===== config.mk =====
export PLATFORM = sky130hd
export DESIGN_NAME = cim_dot_ctrl
export DESIGN_NICKNAME = d
export VERILOG_FILES = /design/src/rtl/cim_pkg.sv /design/src/rtl/cim_dot_ctrl_alu.sv /design/src/rtl/cim_dot_ctrl.sv
export SDC_FILE = /design/constraint.sdc
export NUM_CORES = 1
export LEC_CHECK = 0
export ABC_AREA = 1
export BUFFER_PORTS_ARGS = -buffer_cell sky130_fd_sc_hd__buf_4
export CAP_MARGIN = 25
export CORE_ASPECT_RATIO = 2
export CORE_UTILIZATION = 60
export DETAILED_ROUTE_END_ITERATION = 6
export PLACE_DENSITY = 0.81
export SLEW_MARGIN = 10
export SYNTH_ARGS = -nofsm -noshare
export SYNTH_HDL_FRONTEND = slang
export SYNTH_SLANG_ARGS = --single-unit

===== constraint.sdc =====
create_clock -name clk_i -period 37.7 [get_ports clk_i]
set_input_delay 1.885 -clock clk_i [delete_from_list [all_inputs] [get_ports clk_i]]
set_output_delay 1.885 -clock clk_i [all_outputs]
set_load 0.01 [all_outputs]

===== src/rtl/cim_pkg.sv =====
// Shared types and helpers for the CiM dot-product sequencer and its ALU.
package cim_pkg;

    localparam int ALU_XNOR      = 0;
    localparam int ALU_MUL       = 1;
    localparam int POP_MAX_WIDTH = 64;

    typedef enum logic [1:0] {
        IDLE,
        RUN,
        DRAIN,
        DONE
    } dot_state_e;

    // Counts set bits among the lowest 'width' bits; callers zero-extend into the fixed-width argument.
    function automatic int unsigned popcount(input logic [POP_MAX_WIDTH-1:0] value, input int width);
        int unsigned count;
        count = 0;
        for (int i = 0; i < POP_MAX_WIDTH; i++) begin
            if (i < width && value[i]) begin
                count++;
            end
        end
        return count;
    endfunction

endpackage


===== src/rtl/cim_dot_ctrl_alu.sv =====
// Element-wise ALU for the CiM array: XNOR for binary networks, or a truncated multiply.
module alu
    import cim_pkg::*;
#(
    parameter int DATA_WIDTH = 32,
    parameter int ALU_KIND   = ALU_XNOR
) (
    input  logic [DATA_WIDTH-1:0] a,
    input  logic [DATA_WIDTH-1:0] b,
    output logic [DATA_WIDTH-1:0] result
);

    // Low DATA_WIDTH bits of the product are identical for signed and unsigned operands.
    always_comb begin
        result = '0;
        if (ALU_KIND == ALU_XNOR) begin
            result = ~(a ^ b);
        end else if (ALU_KIND == ALU_MUL) begin
            result = a * b;
        end
    end

endmodule


===== src/rtl/cim_dot_ctrl.sv =====
// Streams N operand pairs through one ALU and reduces the element results into a single accumulator beat.
module cim_dot_ctrl
    import cim_pkg::*;
#(
    parameter int DATA_WIDTH = 32,
    parameter int ALU_KIND   = 0,
    parameter int LEN_WIDTH  = 8,
    parameter int ACC_WIDTH  = 48
) (
    input  logic                  clk_i,
    input  logic                  rst_i,
    input  logic                  cmd_valid_i,
    output logic                  cmd_ready_o,
    input  logic [LEN_WIDTH-1:0]  cmd_len_i,
    input  logic                  op_valid_i,
    output logic                  op_ready_o,
    input  logic [DATA_WIDTH-1:0] op_a_i,
    input  logic [DATA_WIDTH-1:0] op_b_i,
    output logic                  res_valid_o,
    input  logic                  res_ready_i,
    output logic [ACC_WIDTH-1:0]  res_data_o,
    output logic                  busy_o
);

    dot_state_e            state_q;
    logic [LEN_WIDTH-1:0]  len_q;
    logic [LEN_WIDTH-1:0]  cnt_q;
    logic [ACC_WIDTH-1:0]  acc_q;
    logic [ACC_WIDTH-1:0]  acc_next;
    logic [ACC_WIDTH-1:0]  contrib;
    logic [DATA_WIDTH-1:0] alu_result;
    logic [DATA_WIDTH-1:0] s1_data;
    logic                  s1_valid;

    alu #(
        .DATA_WIDTH(DATA_WIDTH),
        .ALU_KIND  (ALU_KIND)
    ) u_alu (
        .a     (op_a_i),
        .b     (op_b_i),
        .result(alu_result)
    );

    // Per-element contribution of the staged ALU result; wraps modulo 2^ACC_WIDTH.
    always_comb begin
        contrib = '0;
        if (ALU_KIND == ALU_XNOR) begin
            contrib = ACC_WIDTH'(popcount(POP_MAX_WIDTH'(s1_data), DATA_WIDTH));
        end else if (ALU_KIND == ALU_MUL) begin
            contrib = ACC_WIDTH'($signed(s1_data));
        end
        acc_next = s1_valid ? acc_q + contrib : acc_q;
    end

    assign res_data_o = acc_q;

    // The stage register drains into the accumulator every cycle, so DRAIN exists only to absorb the last element.
    always_ff @(posedge clk_i) begin
        if (rst_i) begin
            state_q     <= IDLE;
            len_q       <= '0;
            cnt_q       <= '0;
            acc_q       <= '0;
            s1_data     <= '0;
            s1_valid    <= 1'b0;
            cmd_ready_o <= 1'b1;
            op_ready_o  <= 1'b0;
            res_valid_o <= 1'b0;
            busy_o      <= 1'b0;
        end else begin
            acc_q    <= acc_next;
            s1_valid <= 1'b0;
            case (state_q)
                IDLE: begin
                    if (cmd_valid_i) begin
                        len_q       <= cmd_len_i;
                        cnt_q       <= '0;
                        acc_q       <= '0;
                        cmd_ready_o <= 1'b0;
                        busy_o      <= 1'b1;
                        if (cmd_len_i == '0) begin
                            state_q     <= DONE;
                            res_valid_o <= 1'b1;
                        end else begin
                            state_q    <= RUN;
                            op_ready_o <= 1'b1;
                        end
                    end
                end
                RUN: begin
                    if (op_valid_i) begin
                        cnt_q    <= cnt_q + LEN_WIDTH'(1);
                        s1_data  <= alu_result;
                        s1_valid <= 1'b1;
                        if (cnt_q == len_q - LEN_WIDTH'(1)) begin
                            state_q    <= DRAIN;
                            op_ready_o <= 1'b0;
                        end
                    end
                end
                DRAIN: begin
                    state_q     <= DONE;
                    res_valid_o <= 1'b1;
                end
                DONE: begin
                    if (res_ready_i) begin
                        state_q     <= IDLE;
                        res_valid_o <= 1'b0;
                        cmd_ready_o <= 1'b1;
                        busy_o      <= 1'b0;
                    end
                end
                default: begin
                    state_q <= IDLE;
                end
            endcase
        end
    end

endmodule

-- Word-level counts from Yosys, hierarchy flattened
Cells that the tools add are included.
- equality and inequality tests: 10
- muxes and demuxes: 59
- reduce and logical (&&, ||, !) cells: 13
- add/subtract/negate cells: 34
- bitwise operators: 3
- operator list (cell ; count):
    2-to-1 mux 32 bit ; 31
    adder 32 x 1 -> 32 bit (second input constant) ; 30
    2-to-1 mux 48 bit ; 3
    adder 48 x 32 -> 48 bit ; 1
    inverter 32 bit ; 1
    XOR 32 bit ; 1
    2-to-1 mux 8 bit ; 2
    case mux 8 bit (2 select lines) ; 1
    2-to-1 mux 1 bit ; 12
    inequality test 2 bit (second input constant) ; 6
    2-to-1 mux 2 bit ; 5
    adder 8 x 1 -> 8 bit (second input constant) ; 1
    == test 8 bit ; 1
    logical NOT 8 bit ; 1
    case mux 2 bit (4 select lines) ; 1
    AND reduction 4 bit ; 2
    subtractor 8 x 1 -> 8 bit (second input constant) ; 1
    case mux 1 bit (2 select lines) ; 3
    AND reduction 3 bit ; 2
    AND reduction 5 bit ; 1
    == test 2 bit (second input constant) ; 2
    AND reduction 2 bit ; 2
    nonzero test 2 bit ; 2
    case mux 1 bit (3 select lines) ; 1
    other kinds (6) ; 6
- register bits after elaboration: 103
- word-level logic and storage cells: 129
- input port bits: 77

-- Longest topological paths before layout
Gate-level depths: netlist of the first run.
- word-level depth: 67
- mapped depth: 141

-- Cells and area by module
Synthesis of the first run repeated with hierarchy kept, for this count alone.
- cell total of the unflattened synthesis: 1988
- area total of the unflattened synthesis: 12077.8 µm²
- modules (own cells, without submodules) (module ; instances ; area each (µm²) ; cells an instance):
    cim_dot_ctrl ; 1 ; 11477.3 ; 1828
    alu ; 1 ; 600.6 ; 160

-- Worst setup path after synthesis of the first run
OpenSTA, ideal clock, no wires.
- path kind: register to register
- from: register s1_data[0]
- to: register acc_q[41] (netlist: res_data_o[41])
- setup time: 0.095 ns
- path buffers: 0
- path slack: 18.512 ns
- stages on the path, launching flop included: 139
- arrival: 19.092 ns
- period minus slack after synthesis: 19.188 ns
- cells stage by stage: dfxtp_1 -> inv_1 -> ha_1 -> nand2_2 -> clkinv_1 -> nor2_2 -> nand2_1 -> nand3_1 -> nand2_1 -> ha_1 -> nand2_1 -> nand2_1 -> ha_1 -> nand2_1 -> nand2_1 -> ha_1 -> or2_2 -> nand2_1 -> [... 103 more ...] -> inv_1 -> o21ai_0 -> and2_1 -> inv_1 -> a31oi_1 -> inv_1 -> nand2_1 -> nor2_1 -> a2111oi_0 -> o21ai_0 -> nand2_1 -> o211ai_1 -> a21oi_1 -> o21ai_0 -> inv_1 -> nor2_1 -> and3_1 -> a221oi_1
- cells in the longest elaborated chain, start to end: 67
- RTL lines (item ; RTL line ; RTL):
    start, declared ; cim_dot_ctrl.sv:32 ; logic [DATA_WIDTH-1:0] s1_data;
    start signal, assigned ; cim_dot_ctrl.sv:93 ; s1_data <= alu_result;
    2-to-1 mux 1 bit (*) ; cim_pkg.sv:20 ; if (i < width && value[i]) begin
    adder 1 x 1 -> 2 bit ; cim_pkg.sv:21 ; count++;
    2-to-1 mux 32 bit (*) ; cim_pkg.sv:20 ;
    adder 32 x 1 -> 32 bit ; cim_pkg.sv:21 ;
    2-to-1 mux 32 bit (*) ; cim_pkg.sv:20 ;
    adder 32 x 1 -> 32 bit ; cim_pkg.sv:21 ;
    2-to-1 mux 32 bit (*) ; cim_pkg.sv:20 ;
    adder 32 x 1 -> 32 bit ; cim_pkg.sv:21 ;
    [... 51 more ...] ; n/a ;
    adder 32 x 1 -> 32 bit ; cim_pkg.sv:21 ;
    2-to-1 mux 32 bit (*) ; cim_pkg.sv:20 ;
    adder 32 x 1 -> 32 bit ; cim_pkg.sv:21 ;
    2-to-1 mux 32 bit (*) ; cim_pkg.sv:20 ;
    adder 48 x 32 -> 48 bit (*) ; cim_dot_ctrl.sv:52 ; acc_next = s1_valid ? acc_q + contrib : acc_q;
    2-to-1 mux 48 bit (*) ; cim_dot_ctrl.sv:52 ;
    2-to-1 mux 48 bit ; cim_dot_ctrl.sv:75 ; if (cmd_valid_i) begin
    2-to-1 mux 48 bit (*) ; cim_dot_ctrl.sv:73 ; case (state_q)
    end signal, assigned ; cim_dot_ctrl.sv:71 ; acc_q <= acc_next;
    end, declared ; cim_dot_ctrl.sv:28 ; logic [ACC_WIDTH-1:0] acc_q;
Every way passes the cells marked *; elsewhere a longest branch is shown, timed or not.
A chain may end at the register's enable or synchronous reset.

-- Final worst setup path of the first run
- from: register s1_data[0]
- to: register acc_q[43] (netlist: res_data_o[43])
Same word-level chain as after synthesis.

==> impl_table.tex, run 1 <==
\begin{tabular}{lr}
\hline
Metric & Value \\
\hline
\multicolumn{2}{l}{\textbf{Status}} \\
\quad Outcome & completed \\
\multicolumn{2}{l}{\textbf{Global route}} \\
\quad Number of antenna violations at the first check in global routing & 0 \\
\quad Total GRT Usage & 27.50\% \\
\quad GRT overflow & 0 \\
\quad Global-route wire length before repair & 45440 um \\
\quad Largest net degree at the start of global routing & 65 \\
\quad Via count of the first global-routing pass & 11474 \\
\multicolumn{2}{l}{\textbf{Place}} \\
\quad Post-DP HPWL & 22410 um \\
\quad Placed cell area & 12880 um2 \\
\quad Global placer's final weighted congestion & 0.9079 \\
\quad Port Buffer Count & 128 \\
\quad Setup Slack @ Placement & 16180 ps \\
\quad Placed cell count & 2247 \\
\multicolumn{2}{l}{\textbf{Power}} \\
\quad Overall power after layout & 820.7 uW \\
\quad Static leakage & 6.746 nW \\
\quad Power density cells & 62.29 nW/um2 \\
\quad Max rail drop VDD & 0.05800 mV \\
\multicolumn{2}{l}{\textbf{Cells and area}} \\
\quad Antenna diode instance count & 0 \\
\quad Proportion of layout cells with a drive suffix above 1 & 21.36\% \\
\quad Post-Route Utilization & 69.96\% \\
\quad Post-route cell area & 13180 um2 \\
\quad Final Instance Count excl. Fillers & 2263 \\
\quad Number of nets in the layout & 2151 \\
\quad Area Growth Syn to Fin & 13.99\% \\
\multicolumn{2}{l}{\textbf{Synthesis}} \\
\quad Leading cell types by total area after synthesis & dfxtp\_1 18\%, nand2\_1 13\%, inv\_1 9.3\%, ha\_1 7.6\%, nand3\_2 7.3\% \\
\quad Number of distinct library cells after synthesis & 51 \\
\quad Netlist area before placement & 11560 um2 \\
\quad Number of enable-type register cells in the synthesized netlist & 0 \\
\quad Area fraction of the dominant cell type after synthesis & 17.84\% \\
\quad Cell with the most instances after synthesis & nand2\_1 \\
\quad Most instantiated flip-flop cell in the synthesis netlist & dfxtp\_1 \\
\quad List of most frequent post-synthesis cells & 393 x nand2\_1, 287 x inv\_1, 161 x nand3\_1 \\
\quad Cell taking the most area after synthesis & dfxtp\_1 \\
\quad Synthesized instance count & 1863 \\
\quad Share of flip-flops with an asynchronous set or reset & 0\% \\
\quad Avg Inst Size Synth & 6.204 um2 \\
\quad Number of warnings printed during yosys synthesis & 0 \\
\quad Sequential cell area fraction in the yosys report & 17.84\% \\
\quad Synthesized flop and latch total & 103 \\
\multicolumn{2}{l}{\textbf{Clock tree}} \\
\quad Number of sinks driven by the clock tree & 103 \\
\quad Post-cts repair resize count & 0 \\
\quad Post-CTS Setup Bufs & 0 \\
\quad Count of H-tree levels built during CTS & 3 \\
\quad CTS tree & yes \\
\quad Clock buffers created by TritonCTS & 9 \\
\quad CTS hold repair buffers & 0 \\
\quad CTS Root Cell & clkbuf\_16 \\
\quad Skew-Pair Late Insertion Delay & 360 ps \\
\quad Clock transition at the registers of the reported paths & 80 ps \\
\quad Clock Tree Buf Depth & 2 \\
\multicolumn{2}{l}{\textbf{STA}} \\
\quad Worst max-slew margin expressed relative to the limit & 53.35\% \\
\quad Peak clock frequency supported by timing & 46.39 MHz \\
\quad Number of endpoints failing setup at the final stage & 0 \\
\quad Post-route minimum period & 21560 ps \\
\quad Unrepaired setup endpoints after global routing & no \\
\quad Final Worst Setup Slack & 16140 ps \\
\quad Total negative slack for setup checks & 0 ps \\
\quad Final-report max-slew violation count & 0 \\
\quad Tcrit/Tclk final & 57.18\% \\
\quad Worst slew pin tran & 682.1 ps \\
\quad Maximum clock skew at final layout & 8.578 ps \\
\quad Worst hold margin & 466.1 ps \\
\quad Hold Fails Final Rpt & 0 \\
\multicolumn{2}{l}{\textbf{Routing}} \\
\quad Final antenna-violating net count & 0 \\
\quad Per-cell via count in the routed design & 5.308 \\
\quad Post-detailed-route DRC marker count & 0 \\
\quad Initial DRC Count & 298 \\
\quad Total vias in the final route & 12013 \\
\quad Average wire per standard cell & 11.86 um \\
\quad Count of TritonRoute iterations in the first routing pass & 5 \\
\quad Routed wire length & 26840 um \\
\multicolumn{2}{l}{\textbf{Setup path}} \\
\quad CP Depth & 141 \\
\quad Worst R2R Setup Slack & 16140 ps \\
\quad Classification of the worst setup path & register to register \\
\quad Worst flop-to-flop path endpoint & res\_data\_o[43]\$\_SDFF\_PP0\_ \\
\quad Peak per-stage delay on the critical path & 530 ps \\
\quad Required time reported for the critical path endpoint & 38000 ps \\
\quad Kind of cell adding the most delay to the critical path & adder cells \\
\quad Slowest cell on the critical path & a2111oi\_0 \\
\quad Most used cell along the critical path & nand2\_1 \\
\quad CP Buf/Inv Count & 20 \\
\quad Startpoint of the worst register-to-register path & s1\_data[0]\$\_SDFFE\_PP0P\_ \\
\quad CP Data Arrival Time & 21850 ps \\
\quad Endpoint of the worst setup timing path & res\_data\_o[43]\$\_SDFF\_PP0\_ \\
\quad Startpoint kind of the worst setup timing path & register \\
\quad Endpoint class of the critical path & register \\
\quad Max FO, Critical Path & 4 \\
\quad R2R cell count & 141 \\
\quad Launching element of the worst setup path & s1\_data[0]\$\_SDFFE\_PP0P\_ \\
\multicolumn{2}{l}{\textbf{Hold path}} \\
\quad Tightest Hold Check Type & register to register \\
\multicolumn{2}{l}{\textbf{Floorplanning}} \\
\quad Horiz. Die Dim & 100.1 um \\
\quad Initial core utilization & 61.37\% \\
\quad Core Footprint & 18830 um2 \\
\quad Die outline height & 198.3 um \\
\quad Count of pins on the block boundary & 129 \\
\quad Site row count & 71 \\
\quad Die area & 19860 um2 \\
\multicolumn{2}{l}{\textbf{Run}} \\
\quad Max-cap violation count & 0 \\
\hline
\end{tabular}
kinds of logic (layout without fill, tap and decap cells):
| kind of cell | count (synthesis) | after routing | synth area share, % |
|---|---|---|---|
| buffers and inverters | 331 | 454 | 10.75 |
| AND/OR/NAND/NOR | 1035 | 1035 | 46.53 |
| adder cells (fa/ha/maj) | 71 | 71 | 7.751 |
| XOR/XNOR | 62 | 62 | 4.698 |
| AO/OA/AOI/OAI | 260 | 260 | 12.41 |
| flip-flops | 103 | 103 | 17.84 |
| other | 1 | 23 | 0.03244 |
worst min-delay path, stage by stage (launching register included):
cell     delay, ps
dfxtp_1        310
nand2_1         60
a21oi_1         50
state kept, by name, indices dropped and copies added, names as in the netlist:
register     cells
busy_o           1
cmd_ready_o      1
cnt_q            8
len_q            8
op_ready_o       1
res_data_o      48
res_valid_o      1
s1_data         32
s1_valid         1
state_q          2
worst min path at each step:
stage / endpoint / cells after the start / from / slack (ps)
after floorplan: len_q[1]$_SDFFE_PP0P_ / 2 / len_q[1]$_SDFFE_PP0P_ / 450
after detailed placement: busy_o$_SDFFE_PP0P_ / 2 / busy_o$_SDFFE_PP0P_ / 460
after global placement: op_ready_o$_SDFFE_PP0P_ / 2 / op_ready_o$_SDFFE_PP0P_ / 450
after CTS: busy_o$_SDFFE_PP0P_ / 2 / busy_o$_SDFFE_PP0P_ / 470
final: busy_o$_SDFFE_PP0P_ / 2 / busy_o$_SDFFE_PP0P_ / 470
after global routing: op_ready_o$_SDFFE_PP0P_ / 2 / op_ready_o$_SDFFE_PP0P_ / 490
metal layers:
layer	global-route usage (%)	vias to the layer above	part of all wire (%)
met5	0	-	0
met1	25.30	5422	37
li1	-	6304	-
met4	10.84	0	2.9
met3	2.541	60	2.8
met2	58.52	227	58
layout by cell type (no fill, tap or decap), types with 7 or more instances in the layout:
master,n
a21oi_1,99
buf_4,131
clkbuf_16,9
clkinv_1,7
conb_1,23
dfxtp_1,102
ha_1,70
inv_1,286
inv_2,13
nand2_1,393
nand2_2,122
nand2_4,10
nand3_1,161
nand3_2,84
nand3b_1,20
nand4_1,14
nor2_1,152
nor2_2,25
nor3_1,16
o211ai_1,26
o21ai_0,108
or2_2,11
xnor2_1,8
xor2_1,54
report_power, final:
part	internal (mW)	switching [mW]
Combinational	0.202	0.381
Clock	0.0464	0.0479
Sequential	0.125	0.0184
area by class of cell:
cell class              count  area, um2
well taps                 255      319.1
repair buffers            132       1011
flip-flops and latches    103       2063
clock inverters             7      68.82
multi-input cells        1451       8339
inverters                 306       1149
clock buffers               9      225.2
fillers                  1738       5658
Power figures use the tool's default switching activity.
==> run 2, diff against run 1 <==
- CORE_UTILIZATION: 60 -> 55
- PLACE_DENSITY: 0.81 -> 0.79
- clock period: 37.7 -> 19.1 ns (I/O delays scaled with it)
==> impl_table.tex, run 2 (synthesis gave the netlist of run 1 again) <==
\begin{tabular}{lr}
\hline
Metric & Value \\
\hline
\multicolumn{2}{l}{\textbf{Routing}} \\
\quad Initial DRC Count & 490 (+64\%) \\
\quad Per-cell via count in the routed design & 5.324 (+0.30\%) \\
\quad Final antenna-violating net count & 0 (unchanged) \\
\quad Routed wire length & 30010 um (+12\%) \\
\quad Count of TritonRoute iterations in the first routing pass & 5 (unchanged) \\
\quad Total vias in the final route & 12693 (+5.7\%) \\
\quad Post-detailed-route DRC marker count & 0 (unchanged) \\
\quad Average wire per standard cell & 12.59 um (+6.1\%) \\
\multicolumn{2}{l}{\textbf{Global route}} \\
\quad Global-route wire length before repair & 48780 um (+7.4\%) \\
\quad Number of antenna violations at the first check in global routing & 0 (unchanged) \\
\quad Largest net degree at the start of global routing & 65 (unchanged) \\
\quad Via count of the first global-routing pass & 12169 (+6.1\%) \\
\quad GRT overflow & 0 (unchanged) \\
\quad Total GRT Usage & 26.68\% (-0.83 points) \\
\multicolumn{2}{l}{\textbf{STA}} \\
\quad Final Worst Setup Slack & 707.7 ps (-15440 ps) \\
\quad Maximum clock skew at final layout & 11.94 ps (+3.359 ps) \\
\quad Post-route minimum period & 18390 ps (-3164 ps) \\
\quad Worst max-slew margin expressed relative to the limit & 50.39\% (-3.0 points) \\
\quad Tcrit/Tclk final & 96.29\% (+39 points) \\
\quad Total negative slack for setup checks & 0 ps (unchanged) \\
\quad Final-report max-slew violation count & 0 (unchanged) \\
\quad Hold Fails Final Rpt & 0 (unchanged) \\
\quad Number of endpoints failing setup at the final stage & 0 (unchanged) \\
\quad Worst slew pin tran & 739.6 ps (+57.47 ps) \\
\quad Peak clock frequency supported by timing & 54.37 MHz (+17\%) \\
\multicolumn{2}{l}{\textbf{Place}} \\
\quad Port Buffer Count & 128 (unchanged) \\
\quad Post-DP HPWL & 23700 um (+5.8\%) \\
\quad Placed cell area & 13480 um2 (+4.7\%) \\
\quad Setup Slack @ Placement & -929.8 ps (-17110 ps) \\
\quad Global placer's final weighted congestion & 0.9385 (+3.4\%) \\
\multicolumn{2}{l}{\textbf{Floorplanning}} \\
\quad Core Footprint & 20550 um2 (+9.1\%) \\
\quad Horiz. Die Dim & 104.5 um (+4.4\%) \\
\quad Site row count & 74 (+4.2\%) \\
\quad Count of pins on the block boundary & 129 (unchanged) \\
\quad Initial core utilization & 56.23\% (-5.1 points) \\
\quad Die outline height & 207.0 um (+4.4\%) \\
\quad Die area & 21630 um2 (+8.9\%) \\
\multicolumn{2}{l}{\textbf{Hold path}} \\
\quad Min-delay src & len\_q[3]\$\_SDFFE\_PP0P\_ \\
\quad Tightest Hold Check Type & register to register \\
\multicolumn{2}{l}{\textbf{Clock tree}} \\
\quad Clock transition at the registers of the reported paths & 80 ps (about the same) \\
\quad Skew-Pair Late Insertion Delay & 370 ps (about the same) \\
\quad CTS tree & yes \\
\quad CTS hold repair buffers & 0 (unchanged) \\
\quad CTS Root Cell & clkbuf\_16 \\
\quad Count of H-tree levels built during CTS & 3 (unchanged) \\
\quad Clock Tree Buf Depth & 2 (unchanged) \\
\quad Number of sinks driven by the clock tree & 103 (unchanged) \\
\quad Clock buffers created by TritonCTS & 9 (unchanged) \\
\multicolumn{2}{l}{\textbf{Cells and area}} \\
\quad Number of nets in the layout & 2261 (+5.1\%) \\
\quad Post-route cell area & 14460 um2 (+9.7\%) \\
\quad Proportion of layout cells with a drive suffix above 1 & 29.98\% (+8.6 points) \\
\quad Filler Cells Inserted & 1775 (+2.1\%) \\
\quad Post-Route Utilization & 70.34\% (+0.39 points) \\
\quad Most common cell after layout, fill and taps aside & nand2\_1 \\
\quad Number of flip-flops under the largest register name & 48 (unchanged) \\
\quad Most frequent cells in the layout & 366 x nand2\_1, 276 x inv\_1, 240 x buf\_4 \\
\quad Antenna diode instance count & 0 (unchanged) \\
\quad Area Growth Syn to Fin & 25.09\% \\
\multicolumn{2}{l}{\textbf{Setup path}} \\
\quad Max FO, Critical Path & 3 (-1) \\
\quad CP Buf/Inv Count & 21 (+5.0\%) \\
\quad Launching element of the worst setup path & s1\_data[1]\$\_SDFFE\_PP0P\_ \\
\quad Peak per-stage delay on the critical path & 340 ps (-190 ps) \\
\quad CP Data Arrival Time & 18680 ps (-3170 ps) \\
\quad Startpoint of the worst register-to-register path & s1\_data[1]\$\_SDFFE\_PP0P\_ \\
\quad Required time reported for the critical path endpoint & 19390 ps (-18610 ps) \\
\quad Classification of the worst setup path & register to register \\
\quad Most used cell along the critical path & nand2\_1 \\
\quad Slowest cell on the critical path & dfxtp\_2 \\
\quad Endpoint class of the critical path & register \\
\quad Kind of cell adding the most delay to the critical path & adder cells \\
\quad Startpoint kind of the worst setup timing path & register \\
\multicolumn{2}{l}{\textbf{Power}} \\
\quad Max rail drop VDD & 0.1085 mV (+87\%) \\
\quad Power density cells & 138.9 nW/um2 (+120\%) \\
\quad Static leakage & 7.347 nW (+8.9\%) \\
\multicolumn{2}{l}{\textbf{Run}} \\
\quad Max-cap violation count & 0 (unchanged) \\
\multicolumn{2}{l}{\textbf{Status}} \\
\quad Outcome & completed \\
\hline
\end{tabular}
run 2: cell count changes in the layout (fill, tap and decap cells not counted), moves of 11 or more:
| cell | previous run | this run |
|---|---|---|
| nor2_1 | 152 | 137 |
| nand2_2 | 122 | 145 |
| ha_1 | 70 | 59 |
| o21ai_2 | 1 | 12 |
| o21ai_0 | 108 | 87 |
| nor2_2 | 25 | 36 |
| nand2_1 | 393 | 366 |
| buf_4 | 131 | 240 |
run 2: per-stage QoR:
stage / hold slack (ps) / std cells / power (mW)
2_1_floorplan: 447.9 / 1885 / 1.211
3_3_place_gp: 468.6 / 2335 / 1.575
3_5_place_dp: 480.8 / 2336 / 1.630
4_1_cts: 491.3 / 2370 / 1.874
5_1_grt: 517.7 / 2384 / 2.233
6_report: 495.5 / 2384 / 2.008
run 2: cell type report:
class,instances,area [um2],area share (%)
clock buffers,10,239.0,1.653
clock inverters,6,52.55,0.3634
inverters,306,1150,7.953
multi-input cells,1451,8778,60.71
flip-flops and latches,103,2066,14.29
well taps,266,332.8,2.302
repair buffers,242,1841,12.73
run 2: repair_timing:
| item | in CTS | in global routing |
|---|---|---|
| pin swaps | 31 | 72 |
| resized for setup | 42 | 90 |
| setup buffers | 18 | 14 |
| endpoints found under the setup margin | 25 | 31 |
| cloned | 0 | 0 |
run 2: final timing paths:
kind	end	slack [ps]	depth (start not counted)
worst max-delay path	res_data_o[36]$_SDFF_PP0_	710	135
worst min-delay path	len_q[3]$_SDFFE_PP0P_	500	2
worst max register to register	res_data_o[36]$_SDFF_PP0_	710	135
worst min register to register	len_q[3]$_SDFFE_PP0P_	500	2
run 2: worst reg2reg max path: cells and delay by family (launching register included):
family | cells | cell delay (ps)
compound gates | 15 | 2020
buf+inv | 21 | 1470
simple gates | 70 | 6730
fa+ha+maj | 29 | 7740
flops | 1 | 340
run 2: layer usage:
metal / vias up / wire length, um / track usage, %
met3: 99 / 930 / 2.895
li1: 6519 / - / -
met1: 5769 / 10380 / 23.17
met2: 306 / 17430 / 56.79
met5: - / 0 / 0
met4: 0 / 1277 / 13.55
run 2: power by group:
part           total [mW]  switching (mW)  internal, mW
combinational        1.54           0.881         0.655
clock               0.186          0.0919        0.0939
sequential          0.286          0.0385         0.247
